### src/rtl/fifo_bist.sv
// Built-in self test for a width-converting DDR-backed FIFO: writes a pattern,
// reads it back RATIO words at a time, and reports errors and timeouts.
module fifo_bist #(
  parameter int WR_W    = 8,
  parameter int RATIO   = 2,
  parameter int LENGTH  = 256,
  parameter int ERR_W   = 16,
  parameter int TIMEOUT = 4096,
  localparam int RD_N   = LENGTH / RATIO,
  localparam int IDX_W  = $clog2(RD_N) + 1
) (
  input  logic                    clk,
  input  logic                    rstn,
  input  logic                    start,
  input  logic [1:0]              mode,
  input  logic                    calib_done,
  output logic [WR_W-1:0]         wr_data,
  output logic                    wr_en,
  input  logic                    wr_ready,
  output logic                    rd_en,
  input  logic [WR_W*RATIO-1:0]   rd_data,
  input  logic                    rd_valid,
  output logic                    busy,
  output logic                    done,
  output logic                    pass,
  output logic                    timeout,
  output logic [ERR_W-1:0]        err_count,
  output logic [IDX_W-1:0]        first_err_idx
);

  localparam int CNT_W = $clog2(LENGTH) + 1;
  localparam int TMO_W = $clog2(TIMEOUT + 1);
  localparam logic [31:0] SEED = 32'hACE1ACE1;

  typedef enum logic [2:0] {IDLE, WAIT_CAL, WRITE, WAIT_RD, READ, DONE} state_t;

  // All four pattern sources advance together; mode only selects which one is shown.
  typedef struct packed {
    logic [31:0]     lfsr;
    logic [WR_W-1:0] walk;
    logic [WR_W-1:0] inc;
  } gen_t;

  function automatic gen_t gen_seed();
    gen_t g;
    g.lfsr = SEED;
    g.walk = WR_W'(1);
    g.inc  = '0;
    return g;
  endfunction

  function automatic gen_t gen_step(input gen_t g);
    gen_t n;
    n.lfsr = {g.lfsr[30:0], g.lfsr[31] ^ g.lfsr[21] ^ g.lfsr[1] ^ g.lfsr[0]};
    n.walk = (g.walk << 1) | (g.walk >> (WR_W - 1));
    n.inc  = g.inc + WR_W'(1);
    return n;
  endfunction

  function automatic logic [WR_W-1:0] gen_pat(input logic [1:0] m, input gen_t g);
    logic [WR_W-1:0] w;
    case (m)
      2'd0:    w = g.inc;
      2'd1:    w = ~g.inc;
      2'd2:    w = g.lfsr[WR_W-1:0];
      2'd3:    w = g.walk;
      default: w = g.inc;
    endcase
    return w;
  endfunction

  state_t                state_q;
  logic [1:0]            mode_q;
  gen_t                  wr_gen_q, rd_gen_q;
  logic [CNT_W-1:0]      wr_cnt_q;
  logic [IDX_W-1:0]      rd_cnt_q;
  logic [TMO_W-1:0]      tmo_q;
  logic                  wr_en_q, rd_en_q, busy_q, done_q, pass_q, timeout_q;
  logic [ERR_W-1:0]      err_q;
  logic [IDX_W-1:0]      first_q;
  logic [WR_W-1:0]       wr_data_q;

  gen_t                  wr_gen_d, rd_gen_d;
  logic [WR_W*RATIO-1:0] exp_s;
  logic                  consume_s, mismatch_s;
  logic [ERR_W-1:0]      err_d;

  // Expected read word: RATIO consecutive pattern words, oldest in the LSBs.
  always_comb begin
    rd_gen_d = rd_gen_q;
    exp_s    = '0;
    for (int j = 0; j < RATIO; j++) begin
      exp_s[j*WR_W +: WR_W] = gen_pat(mode_q, rd_gen_d);
      rd_gen_d = gen_step(rd_gen_d);
    end
  end

  assign wr_gen_d   = gen_step(wr_gen_q);
  assign consume_s  = rd_en_q & rd_valid;
  assign mismatch_s = (rd_data != exp_s);
  assign err_d      = (mismatch_s && (err_q != '1)) ? err_q + ERR_W'(1) : err_q;

  // Test sequencer with registered status and channel controls.
  always_ff @(posedge clk or negedge rstn) begin
    if (!rstn) begin
      state_q   <= IDLE;
      mode_q    <= 2'd0;
      wr_gen_q  <= gen_seed();
      rd_gen_q  <= gen_seed();
      wr_cnt_q  <= '0;
      rd_cnt_q  <= '0;
      tmo_q     <= '0;
      wr_en_q   <= 1'b0;
      rd_en_q   <= 1'b0;
      busy_q    <= 1'b0;
      done_q    <= 1'b0;
      pass_q    <= 1'b0;
      timeout_q <= 1'b0;
      err_q     <= '0;
      first_q   <= '1;
      wr_data_q <= '0;
    end else begin
      case (state_q)
        IDLE, DONE: begin
          if (start) begin
            state_q   <= WAIT_CAL;
            mode_q    <= mode;
            wr_gen_q  <= gen_seed();
            rd_gen_q  <= gen_seed();
            wr_cnt_q  <= '0;
            rd_cnt_q  <= '0;
            tmo_q     <= '0;
            busy_q    <= 1'b1;
            done_q    <= 1'b0;
            pass_q    <= 1'b0;
            timeout_q <= 1'b0;
            err_q     <= '0;
            first_q   <= '1;
            wr_data_q <= gen_pat(mode, gen_seed());
          end
        end
        WAIT_CAL: begin
          if (calib_done) begin
            state_q <= WRITE;
            wr_en_q <= 1'b1;
          end
        end
        WRITE: begin
          if (wr_en_q && wr_ready) begin
            wr_gen_q  <= wr_gen_d;
            wr_data_q <= gen_pat(mode_q, wr_gen_d);
            wr_cnt_q  <= wr_cnt_q + CNT_W'(1);
            if (wr_cnt_q == CNT_W'(LENGTH - 1)) begin
              state_q <= WAIT_RD;
              wr_en_q <= 1'b0;
              rd_en_q <= 1'b1;
            end
          end
        end
        WAIT_RD, READ: begin
          if (consume_s) begin
            tmo_q    <= '0;
            rd_gen_q <= rd_gen_d;
            rd_cnt_q <= rd_cnt_q + IDX_W'(1);
            err_q    <= err_d;
            if (mismatch_s && (err_q == '0)) begin
              first_q <= rd_cnt_q;
            end
            if (rd_cnt_q == IDX_W'(RD_N - 1)) begin
              state_q <= DONE;
              rd_en_q <= 1'b0;
              busy_q  <= 1'b0;
              done_q  <= 1'b1;
              pass_q  <= (err_d == '0);
            end else begin
              state_q <= READ;
            end
          end else if (tmo_q == TMO_W'(TIMEOUT - 1)) begin
            state_q   <= DONE;
            rd_en_q   <= 1'b0;
            busy_q    <= 1'b0;
            done_q    <= 1'b1;
            timeout_q <= 1'b1;
            pass_q    <= 1'b0;
          end else begin
            tmo_q <= tmo_q + TMO_W'(1);
          end
        end
        default: state_q <= IDLE;
      endcase
    end
  end

  assign wr_data       = wr_data_q;
  assign wr_en         = wr_en_q;
  assign rd_en         = rd_en_q;
  assign busy          = busy_q;
  assign done          = done_q;
  assign pass          = pass_q;
  assign timeout       = timeout_q;
  assign err_count     = err_q;
  assign first_err_idx = first_q;

endmodule

### config.mk
export PLATFORM = sky130hd
export DESIGN_NAME = fifo_bist
export DESIGN_NICKNAME = d
export VERILOG_FILES = /design/src/rtl/fifo_bist.sv
export SDC_FILE = /design/constraint.sdc
export NUM_CORES = 1
export LEC_CHECK = 0
export CAP_MARGIN = 20
export CORE_UTILIZATION = 40
export DETAILED_ROUTE_END_ITERATION = 10
export HOLD_SLACK_MARGIN = 0.02
export MAX_ROUTING_LAYER = met4
export PLACE_DENSITY = 0.55
export SYNTH_ARGS = -nofsm -noshare
export SYNTH_HDL_FRONTEND = slang
export SYNTH_SLANG_ARGS = --single-unit
### constraint.sdc
create_clock -name clk -period 3.6 [get_ports clk]
set_input_delay 0.54 -clock clk [delete_from_list [all_inputs] [get_ports clk]]
set_output_delay 0.54 -clock clk [all_outputs]
set_load 0.02 [all_outputs]
# Yosys cells after proc, flatten, opt, wreduce, memory -nomap -nowiden
# Cells that the tools add are included.
dict set report totals {
  regBits 169
  input_bits 24
  elab_cells 154
}
dict set report op_classes {
  n_addsub 7
  n_eq_ne 27
  mux 60
  bitwise_logic 16
  n_reduce_logical 24
}
# cell count
set op_table {}
lappend op_table {{$pmux 48 s2} 2}
lappend op_table {{$mux 48} 3}
lappend op_table {{$pmux 8 s4} 4}
lappend op_table {{$mux 8} 7}
lappend op_table {{$mux 16} 3}
lappend op_table {{$pmux 8 s2} 3}
lappend op_table {{$mux 13} 3}
lappend op_table {{$add 8x1->8 const B} 4}
lappend op_table {{$logic_not 16->1} 2}
lappend op_table {{$pmux 16 s2} 1}
lappend op_table {{$pmux 13 s2} 1}
lappend op_table {{$not 8->8} 3}
lappend op_table {{$or 8x1->8} 3}
lappend op_table {{$mux 3} 6}
lappend op_table {{$mux 9} 2}
lappend op_table {{$pmux 9 s2} 1}
lappend op_table {{$mux 1} 17}
lappend op_table {{$add 16x1->16 const B} 1}
lappend op_table {{$ne 16x16->1} 1}
lappend op_table {{$ne 16x16->1 const B} 1}
lappend op_table {{$ne 2x2->1 const B} 8}
lappend op_table {{$reduce_and 4->1} 4}
lappend op_table {{$add 13x1->13 const B} 1}
lappend op_table {{$eq 13x12->1 const B} 1}
lappend op_table {{21 further kinds} 52}

# Logic depth before layout (Yosys ltp)
# Gate-level depths: netlist of run 1.
dict set report logic_depth {
  ltp_word 11
  ltp_mapped 13
  ltp_nobuf 11
}

# Worst setup path after synthesis of run 1
# No wires, ideal clock.
dict set report synth_timing {
  kind {flip-flop to flip-flop}
  start {reg rd_gen_q (netlist bit rd_gen_d[39])}
  end {reg first_q[0] (netlist: first_err_idx[0])}
  setup_time_ns 0.085
  arrival_ns 2.672
  t_required_ns 3.515
  setup_slack_ns 0.844
  path_stages_with_launch 11
  n_path_buf 1
  cell_sequence {dfstp_2 xnor2_1 mux2i_1 a31oi_1 or3_1 a2111oi_2 and2_1 or2_1 a21o_1 buf_4 mux2_1}
}
dict set report synth_via {
  elab_chain_cells 8
}
# item line
set synth_rtl {}
lappend synth_rtl {{start, declared} 74} ;# gen_t wr_gen_q, rd_gen_q;
lappend synth_rtl {{start signal, assigned} 109} ;# rd_gen_q <= gen_seed();
lappend synth_rtl {{start signal, assigned} 129} ;# rd_gen_q <= gen_seed();
lappend synth_rtl {{start signal, assigned} 163} ;# rd_gen_q <= rd_gen_d;
lappend synth_rtl {{$xor 1x1->1 (3 in a row)} 54} ;# n.lfsr = {g.lfsr[30:0], g.lfsr[31] ^ g.lfsr[21] ^ g.lfsr[1] ^ g.lfsr[0]};
lappend synth_rtl {{$pmux 8 s4} 62} ;# case (m)
lappend synth_rtl {{$ne 16x16->1} 100} ;# assign mismatch_s = (rd_data != exp_s);
lappend synth_rtl {{$logic_and 1x1->1} 166} ;# if (mismatch_s && (err_q == '0)) begin
lappend synth_rtl {{$ne 2x2->1 (no line)} --}
lappend synth_rtl {{$reduce_and 4->1 (no line)} --}
lappend synth_rtl {{end signal, assigned} 167} ;# first_q <= rd_cnt_q;
lappend synth_rtl {{end, declared} 80} ;# logic [IDX_W-1:0] first_q;
# No other way between the ends.
# A chain may end at the register's enable or synchronous reset.

# Worst setup path in the final report of run 1
dict set report layout_timing {
  start {reg rd_gen_q (netlist bit rd_gen_d[39])}
  end {reg first_q[7] (netlist: first_err_idx[7])}
}
# The elaborated chain is that of the path after synthesis.

==> reports/qor.txt, run 1 <==
Share of the synthesized area in the top cell type: 36.0%
CTS H-tree depth: 4
Die Wd: 150 microns
Mux cell area share after synthesis: 4.80%
Clk pwr share: 24.8%
Post-CTS Resized: 0
CTS tree: done
Max-Cap Viols: 0
Met1 WL: 10400 microns
Peak Freq: 0.317 GHz
Post-synthesis register bit count: 168
DIE AREA: 22500 sq um
Netlist Area Pre-Place: 8760 sq um
First drt pass iteration count: 4
Vias in the first global route: 6381
CP Buf/Inv Count: 0
Period minus WS final: 3.15 ns
Logic gate share of total power: 38.8%
Tightest Hold Check Type: in -> async
Total Nets Final: 1003
Setup_tns: 0 ns
Grt ovf: 0
Final core occ: 48.5%
Final Setup Violations: 0
Worst Reg-to-Reg Cells: 9
Final Hold Viols: 0
Arrival time of the worst setup path: 3.50 ns
Run status: finished clean
Critical path's slowest cell: dfstp_2
Clock Sinks: 168
Final worst clock skew: 0.0113 ns
Slew @ Worst Pin: 0.614 ns
Synth Area in XOR/XNOR: 7.30%
DRT Wirelength: 20000 microns
Die H: 150 microns
Mean Syn Cell Area: 9.45 sq um
Number of enable flip-flop cells after synthesis: 0
Initial antenna violation count: 0
Flop pwr share: 36.4%
Top_reg_cell synth: dfrtp_1
Clk_lat worst skew: 0.43 ns
Layout cell share with drive strength beyond 1: 11.6%
Rows: 53
Postcts setup bufs: 0
Warnings, synthesis: 0
Headroom to the max-slew limit: 59.0%
Synth unique cells: 63
Tot GR Track Use: 19.6%
Max Transition Viols Final: 0
Global-route wire length before repair: 33800 microns
P_leak: 4.53 nW
Placed Area: 9680 sq um
Post-route cell area: 10300 sq um
Pwr/cell area: 733 nW/um^2
CP endpoint kind: flop
Startpoint Class: flop
DR WL met3: 514 microns
Highest metal used: met4
Area growth syn-to-layout: 17.4%
Avg WL per Cell: 15.9 microns
Largest net degree at the start of global routing: 64
Cts-stage hold buffer count: 0
Worst vdd ir: 340 uV
Crit-path max FO: 8
RSZ-0062 raised after global routing: no
Placer Congestion: 0.814
Pwr Total: 7.54 mW
Residual DRC count: 0
R2R Setup Slk: 0.45 ns
Initial core utilization: 41.3%
Combinational family with the most area after synthesis: simple AND/OR/NAND/NOR gates
Psw: 2.89 mW
Synthesized-area fraction occupied by adder cells: 1.69%
Port-buffer cells: 61
Crit-path leading delay family: compound AO/OA/AOI/OAI gates
Synth area leader: dfrtp_1
Dpl hpwl: 13500 microns
Wire length on met2: 8980 microns
Antenna cell count: 0
CTS root buf: clkbuf_16
Worst path max stage delay: 0.55 ns
Data required, critical path: 3.95 ns
Residual antenna-violating net count after detailed routing: 0
Via Count: 6680
Synth async-reset ratio: 100%
Core area: 21200 sq um
Final worst path period share: 87.5%
Reg clk slew, reported paths: 0.07 ns
CTS buffer count: 17
Cells after Synth: 927
CTS Buffer Depth: 2
Setup CP Type: reg -> reg
Synth top area cells: dfrtp_1 36%, dfstp_2 13%, nand2_1 5.4%
Sequential cell area fraction in the yosys report: 48.6%
Worst-path cell chain: xnor2_1 -> mux2i_1 -> a31oi_1 -> or3_1 -> a2111oi_2 -> and2_1 -> or2_1 -> a21o_1 -> mux2_1
Highest-count cells in the layout ignoring fill and taps: 126 x nand2_1, 126 x dfrtp_1, 74 x nor2_1
1st-iter DRT viols: 312
Post-Syn Nets: 962
Vias per cell: 5.32
Worst path depth: 9
Post-Synth Simple-Gate Area: 18.7%
Pint: 4.65 mW
# IOs: 62
Synth Area in Compound Gates: 15.2%
Sw Share: 38.3%
-- cell type report --
class	instances	area, sq um
Inverter	18	67.6
Clock inverter	9	115
Clock buffer	23	488
Fill cell	2060	10900
Timing Repair Buffer	85	830
Sequential cell	168	4260
Multi-Input combinational cell	678	4190
Tap cell	275	344
-- cells by family after synthesis --
group | count (synthesis)
AND/OR/NAND/NOR | 349
AO/OA/AOI/OAI | 204
flip-flops | 168
buffers and inverters | 81
XOR/XNOR | 73
multiplexers | 40
adder cells (fa/ha/maj) | 12
-- synthesized netlist by cell type (all sizes together) (2+ instances only) --
master and number:
a211oi 3, a21boi 2, a21o 8, a21oi 36, a221o 2, a221oi 3, a22o 25, a2bb2oi 2
a31oi 9, and2 12, and3 15, and4 7, buf 19, clkbuf 44, dfrtp 126, dfstp 42
ha 11, inv 18, mux2 16, mux2i 24, nand2 127, nand2b 12, nand3 48, nand3b 2
nand4 20, nand4b 2, nor2 75, nor2b 5, nor3 11, nor4 4, o21ai 75, o22a 16
o31ai 9, o41ai 2, or2 4, or3 2, xnor2 42, xor2 31
-- final timing paths --
| path | startpoint | endpoint |
|---|---|---|
| max | rd_gen_d[39] | first_err_idx[7] |
| min | rstn | err_count[3] |
| max reg2reg | rd_gen_d[39] | first_err_idx[7] |
| min reg2reg | wr_gen_d[35] | wr_gen_d[35] |
| max in group asynchronous | rstn | wr_gen_d[22] |
| min in group clk | wr_gen_d[35] | wr_gen_d[35] |
-- power by group through the flow --
stage	sequential (mW)	clock, mW	combinational (mW)
finish	2.74	1.87	2.92
CTS	2.74	1.92	2.98
global route	2.80	2.00	3.30
floorplan	2.76	0	2.04
global placement	2.77	0	2.95
detailed placement	2.77	0	2.97
-- through the flow --
| step | hold WS [ns] | setup WS (ns) | std cells |
|---|---|---|---|
| floorplan | 0.244 | 0.844 | 927 |
| global placement | 0.452 | 0.485 | 1224 |
| detailed placement | 0.459 | 0.453 | 1224 |
| CTS | 0.115 | 0.434 | 1256 |
| global route | 0.139 | 0.192 | 1256 |
| finish | 0.0876 | 0.448 | 1256 |
-- flip-flops by register name, indices dropped and copies added (netlist names), 3 cells and up --
signal	cells
state_q	3
err_count	16
wr_data	8
rd_gen_d	30
rd_gen_q	17
tmo_q	13
wr_cnt_q	9
first_err_idx	8
wr_gen_d	31
wr_gen_q	17
rd_cnt_q	8
-- metal layers --
metal	track usage, %	vias to the layer above
met5	-	-
met4	4.39	0
met3	3.45	14
met2	29.1	86
met1	27.7	3246
li1	-	3334
Power figures use the tool's default switching activity.
==> inputs of run 2 (changes only) <==
--- a/config.mk
+++ b/config.mk
@@ -6,10 +6,11 @@
 export NUM_CORES = 1
 export LEC_CHECK = 0
 export CAP_MARGIN = 20
+export CORE_ASPECT_RATIO = 1.2
 export CORE_UTILIZATION = 40
+export CTS_CLUSTER_SIZE = 16
 export DETAILED_ROUTE_END_ITERATION = 10
 export HOLD_SLACK_MARGIN = 0.02
-export MAX_ROUTING_LAYER = met4
 export PLACE_DENSITY = 0.55
 export SYNTH_ARGS = -nofsm -noshare
 export SYNTH_HDL_FRONTEND = slang
==> reports/qor.txt, run 2 (synthesis results as in run 1) <==
Core area: 21200 sq um (about the same)
Run status: finished clean (unchanged)
Dpl hpwl: 14400 microns (was 13500 microns)
CTS root buf: clkbuf_16 (unchanged)
Reg-to-reg startpoint: rd_gen_d[39] (unchanged)
Global-route wire length before repair: 34600 microns (was 33800 microns)
Data required, critical path: 3.94 ns (was 3.95 ns)
Placed Area: 9680 sq um (about the same)
Via Count: 6773 (was 6680)
Max-Cap Viols: 0 (unchanged)
CP endpoint kind: flop (unchanged)
Final Setup Violations: 0 (unchanged)
Max reg flops: 31 (unchanged)
Tot GR Track Use: 19.8% (was 19.6%)
Clock Sinks: 168 (unchanged)
Pint: 4.55 mW (was 4.65 mW)
# IOs: 62 (unchanged)
Largest net degree at the start of global routing: 86 (was 64)
Final worst clock skew: 0.0106 ns (was 0.0113 ns)
Layout cell share with drive strength beyond 1: 12.0% (was 11.6%)
Fin Hold WS: 0.143 ns (was 0.0876 ns)
Die H: 164 microns (was 150 microns)
Met1 WL: 10100 microns (was 10400 microns)
Avg WL per Cell: 16.8 microns (was 15.9 microns)
Tightest Hold Check Type: in -> async (unchanged)
Worst path max stage delay: 0.55 ns (about the same)
Logic gate share of total power: 39.3% (was 38.8%)
Worst-path cell chain: xnor2_1 -> mux2i_1 -> a31oi_1 -> or3_1 -> and2_0 -> nand4bb_1 -> buf_4 -> a21o_1 -> a221o_1 -> o31ai_1 (was xnor2_1 -> mux2i_1 -> a31oi_1 -> or3_1 -> a2111oi_2 -> and2_1 -> or2_1 -> a21o_1 -> mux2_1)
Total Nets Final: 1005 (was 1003)
DR WL met3: 678 microns (was 514 microns)
Arrival time of the worst setup path: 3.50 ns (about the same)
Setup_tns: 0 ns (unchanged)
Pwr/cell area: 733 nW/um^2 (about the same)
Post-CTS Resized: 0 (unchanged)
Critical path's slowest cell: dfstp_2 (unchanged)
Grt ovf: 0 (unchanged)
CTS tree: done (unchanged)
Clk pwr share: 24.0% (was 24.8%)
CTS H-tree depth: 4 (unchanged)
Worst vdd ir: 520 uV (was 340 uV)
Peak Freq: 0.316 GHz (was 0.317 GHz)
Worst Reg-to-Reg Cells: 10 (was 9)
First drt pass iteration count: 5 (was 4)
Highest metal used: met4 (unchanged)
Highest-count cells in the layout ignoring fill and taps: 126 x nand2_1, 126 x dfrtp_1, 74 x nor2_1 (unchanged)
Die Wd: 137 microns (was 150 microns)
Final Hold Viols: 0 (unchanged)
Dpl cells: 1221 (was 1224)
Setup CP Type: reg -> reg (unchanged)
Flop pwr share: 36.7% (was 36.4%)
CTS Buffer Depth: 2 (unchanged)
Sw Share: 39.4% (was 38.3%)
Max Transition Viols Final: 0 (unchanged)
Reg2reg end: pass (was first_err_idx[7])
DIE AREA: 22500 sq um (about the same)
Vias in the first global route: 6671 (was 6381)
Residual DRC count: 0 (unchanged)
Crit-path max FO: 13 (was 8)
Psw: 2.96 mW (was 2.89 mW)
Cts-stage hold buffer count: 0 (unchanged)
Reg clk slew, reported paths: 0.07 ns (about the same)
Vias per cell: 5.41 (was 5.32)
Final Instance Count excl. Fillers: 1253 (was 1256)
Startpoint Class: flop (unchanged)
Clk_lat worst skew: 0.43 ns (about the same)
Area growth syn-to-layout: 17.0% (was 17.4%)
Initial antenna violation count: 0 (unchanged)
Wire length on met2: 9980 microns (was 8980 microns)
Post-route cell area: 10300 sq um (about the same)
RSZ-0062 raised after global routing: no (unchanged)
Final worst path period share: 88.0% (was 87.5%)
DRT Wirelength: 21100 microns (was 20000 microns)
Rows: 58 (was 53)
Headroom to the max-slew limit: 44.8% (was 59.0%)
Slew @ Worst Pin: 0.828 ns (was 0.614 ns)
1st-iter DRT viols: 366 (was 312)
Period minus WS final: 3.17 ns (was 3.15 ns)
Port-buffer cells: 61 (unchanged)
CTS buffer count: 17 (unchanged)
Residual antenna-violating net count after detailed routing: 0 (unchanged)
Antenna cell count: 0 (unchanged)
R2R Setup Slk: 0.43 ns (was 0.45 ns)
P_leak: 4.52 nW (was 4.53 nW)
Initial core utilization: 41.3% (about the same)
Postcts setup bufs: 0 (unchanged)
Placer Congestion: 0.847 (was 0.814)
[run 2: worst max path at each step]
stage,start,cells past startpoint,to
final,rd_gen_d[39],10,pass
after global routing,mode_q[0],10,first_err_idx[3]
after CTS,rd_gen_d[39],9,first_err_idx[2]
after detailed placement,rd_data[10],10,pass
after global placement,rd_data[10],10,pass
after floorplan,rd_gen_d[39],10,first_err_idx[0]
[run 2: power by group through the flow]
stage               Combinational, mW  Sequential (mW)  Clock [mW]
floorplan                        2.04             2.76           0
global placement                 2.96             2.79           0
detailed placement               2.98             2.79           0
CTS                              2.99             2.76        1.86
global route                     3.30             2.82        1.93
finish                           2.95             2.76        1.81
[run 2: layout make-up]
class | instances | area [sq um]
fill | 2038 | 10900
sequential | 168 | 4260
multi-input combinational | 678 | 4190
timing repair buffer | 87 | 832
clock buffer | 18 | 439
tap | 270 | 338
clock inverter | 14 | 134
inverter | 18 | 67.6
[run 2: routing by layer]
metal / up-vias / global-route usage (%)
met5: - / 0
met4: 0 / 6.49
met3: 20 / 3.24
met2: 117 / 31.9
met1: 3302 / 27.1
li1: 3334 / -
[run 2: through the flow]
| step | power (mW) | utilization (%) | setup WS, ns |
|---|---|---|---|
| 2_1_floorplan | 4.80 | - | 0.844 |
| 3_3_place_gp | 5.75 | 45.7 | 0.451 |
| 3_5_place_dp | 5.77 | 45.7 | 0.432 |
| 4_1_cts | 7.61 | 48.4 | 0.443 |
| 5_1_grt | 8.04 | 48.4 | 0.251 |
| 6_report | 7.52 | 48.4 | 0.433 |
[run 2: critical path, delay by kind of cell, from the launching register on]
kind | cells | cell delay, ns
AOI/OAI and AO/OA | 4 | 0.80
xor gates and xnor gates | 1 | 0.21
buffers and inverters | 1 | 0.31
DFF | 1 | 0.55
muxes | 1 | 0.23
and+or+nand+nor | 3 | 0.97
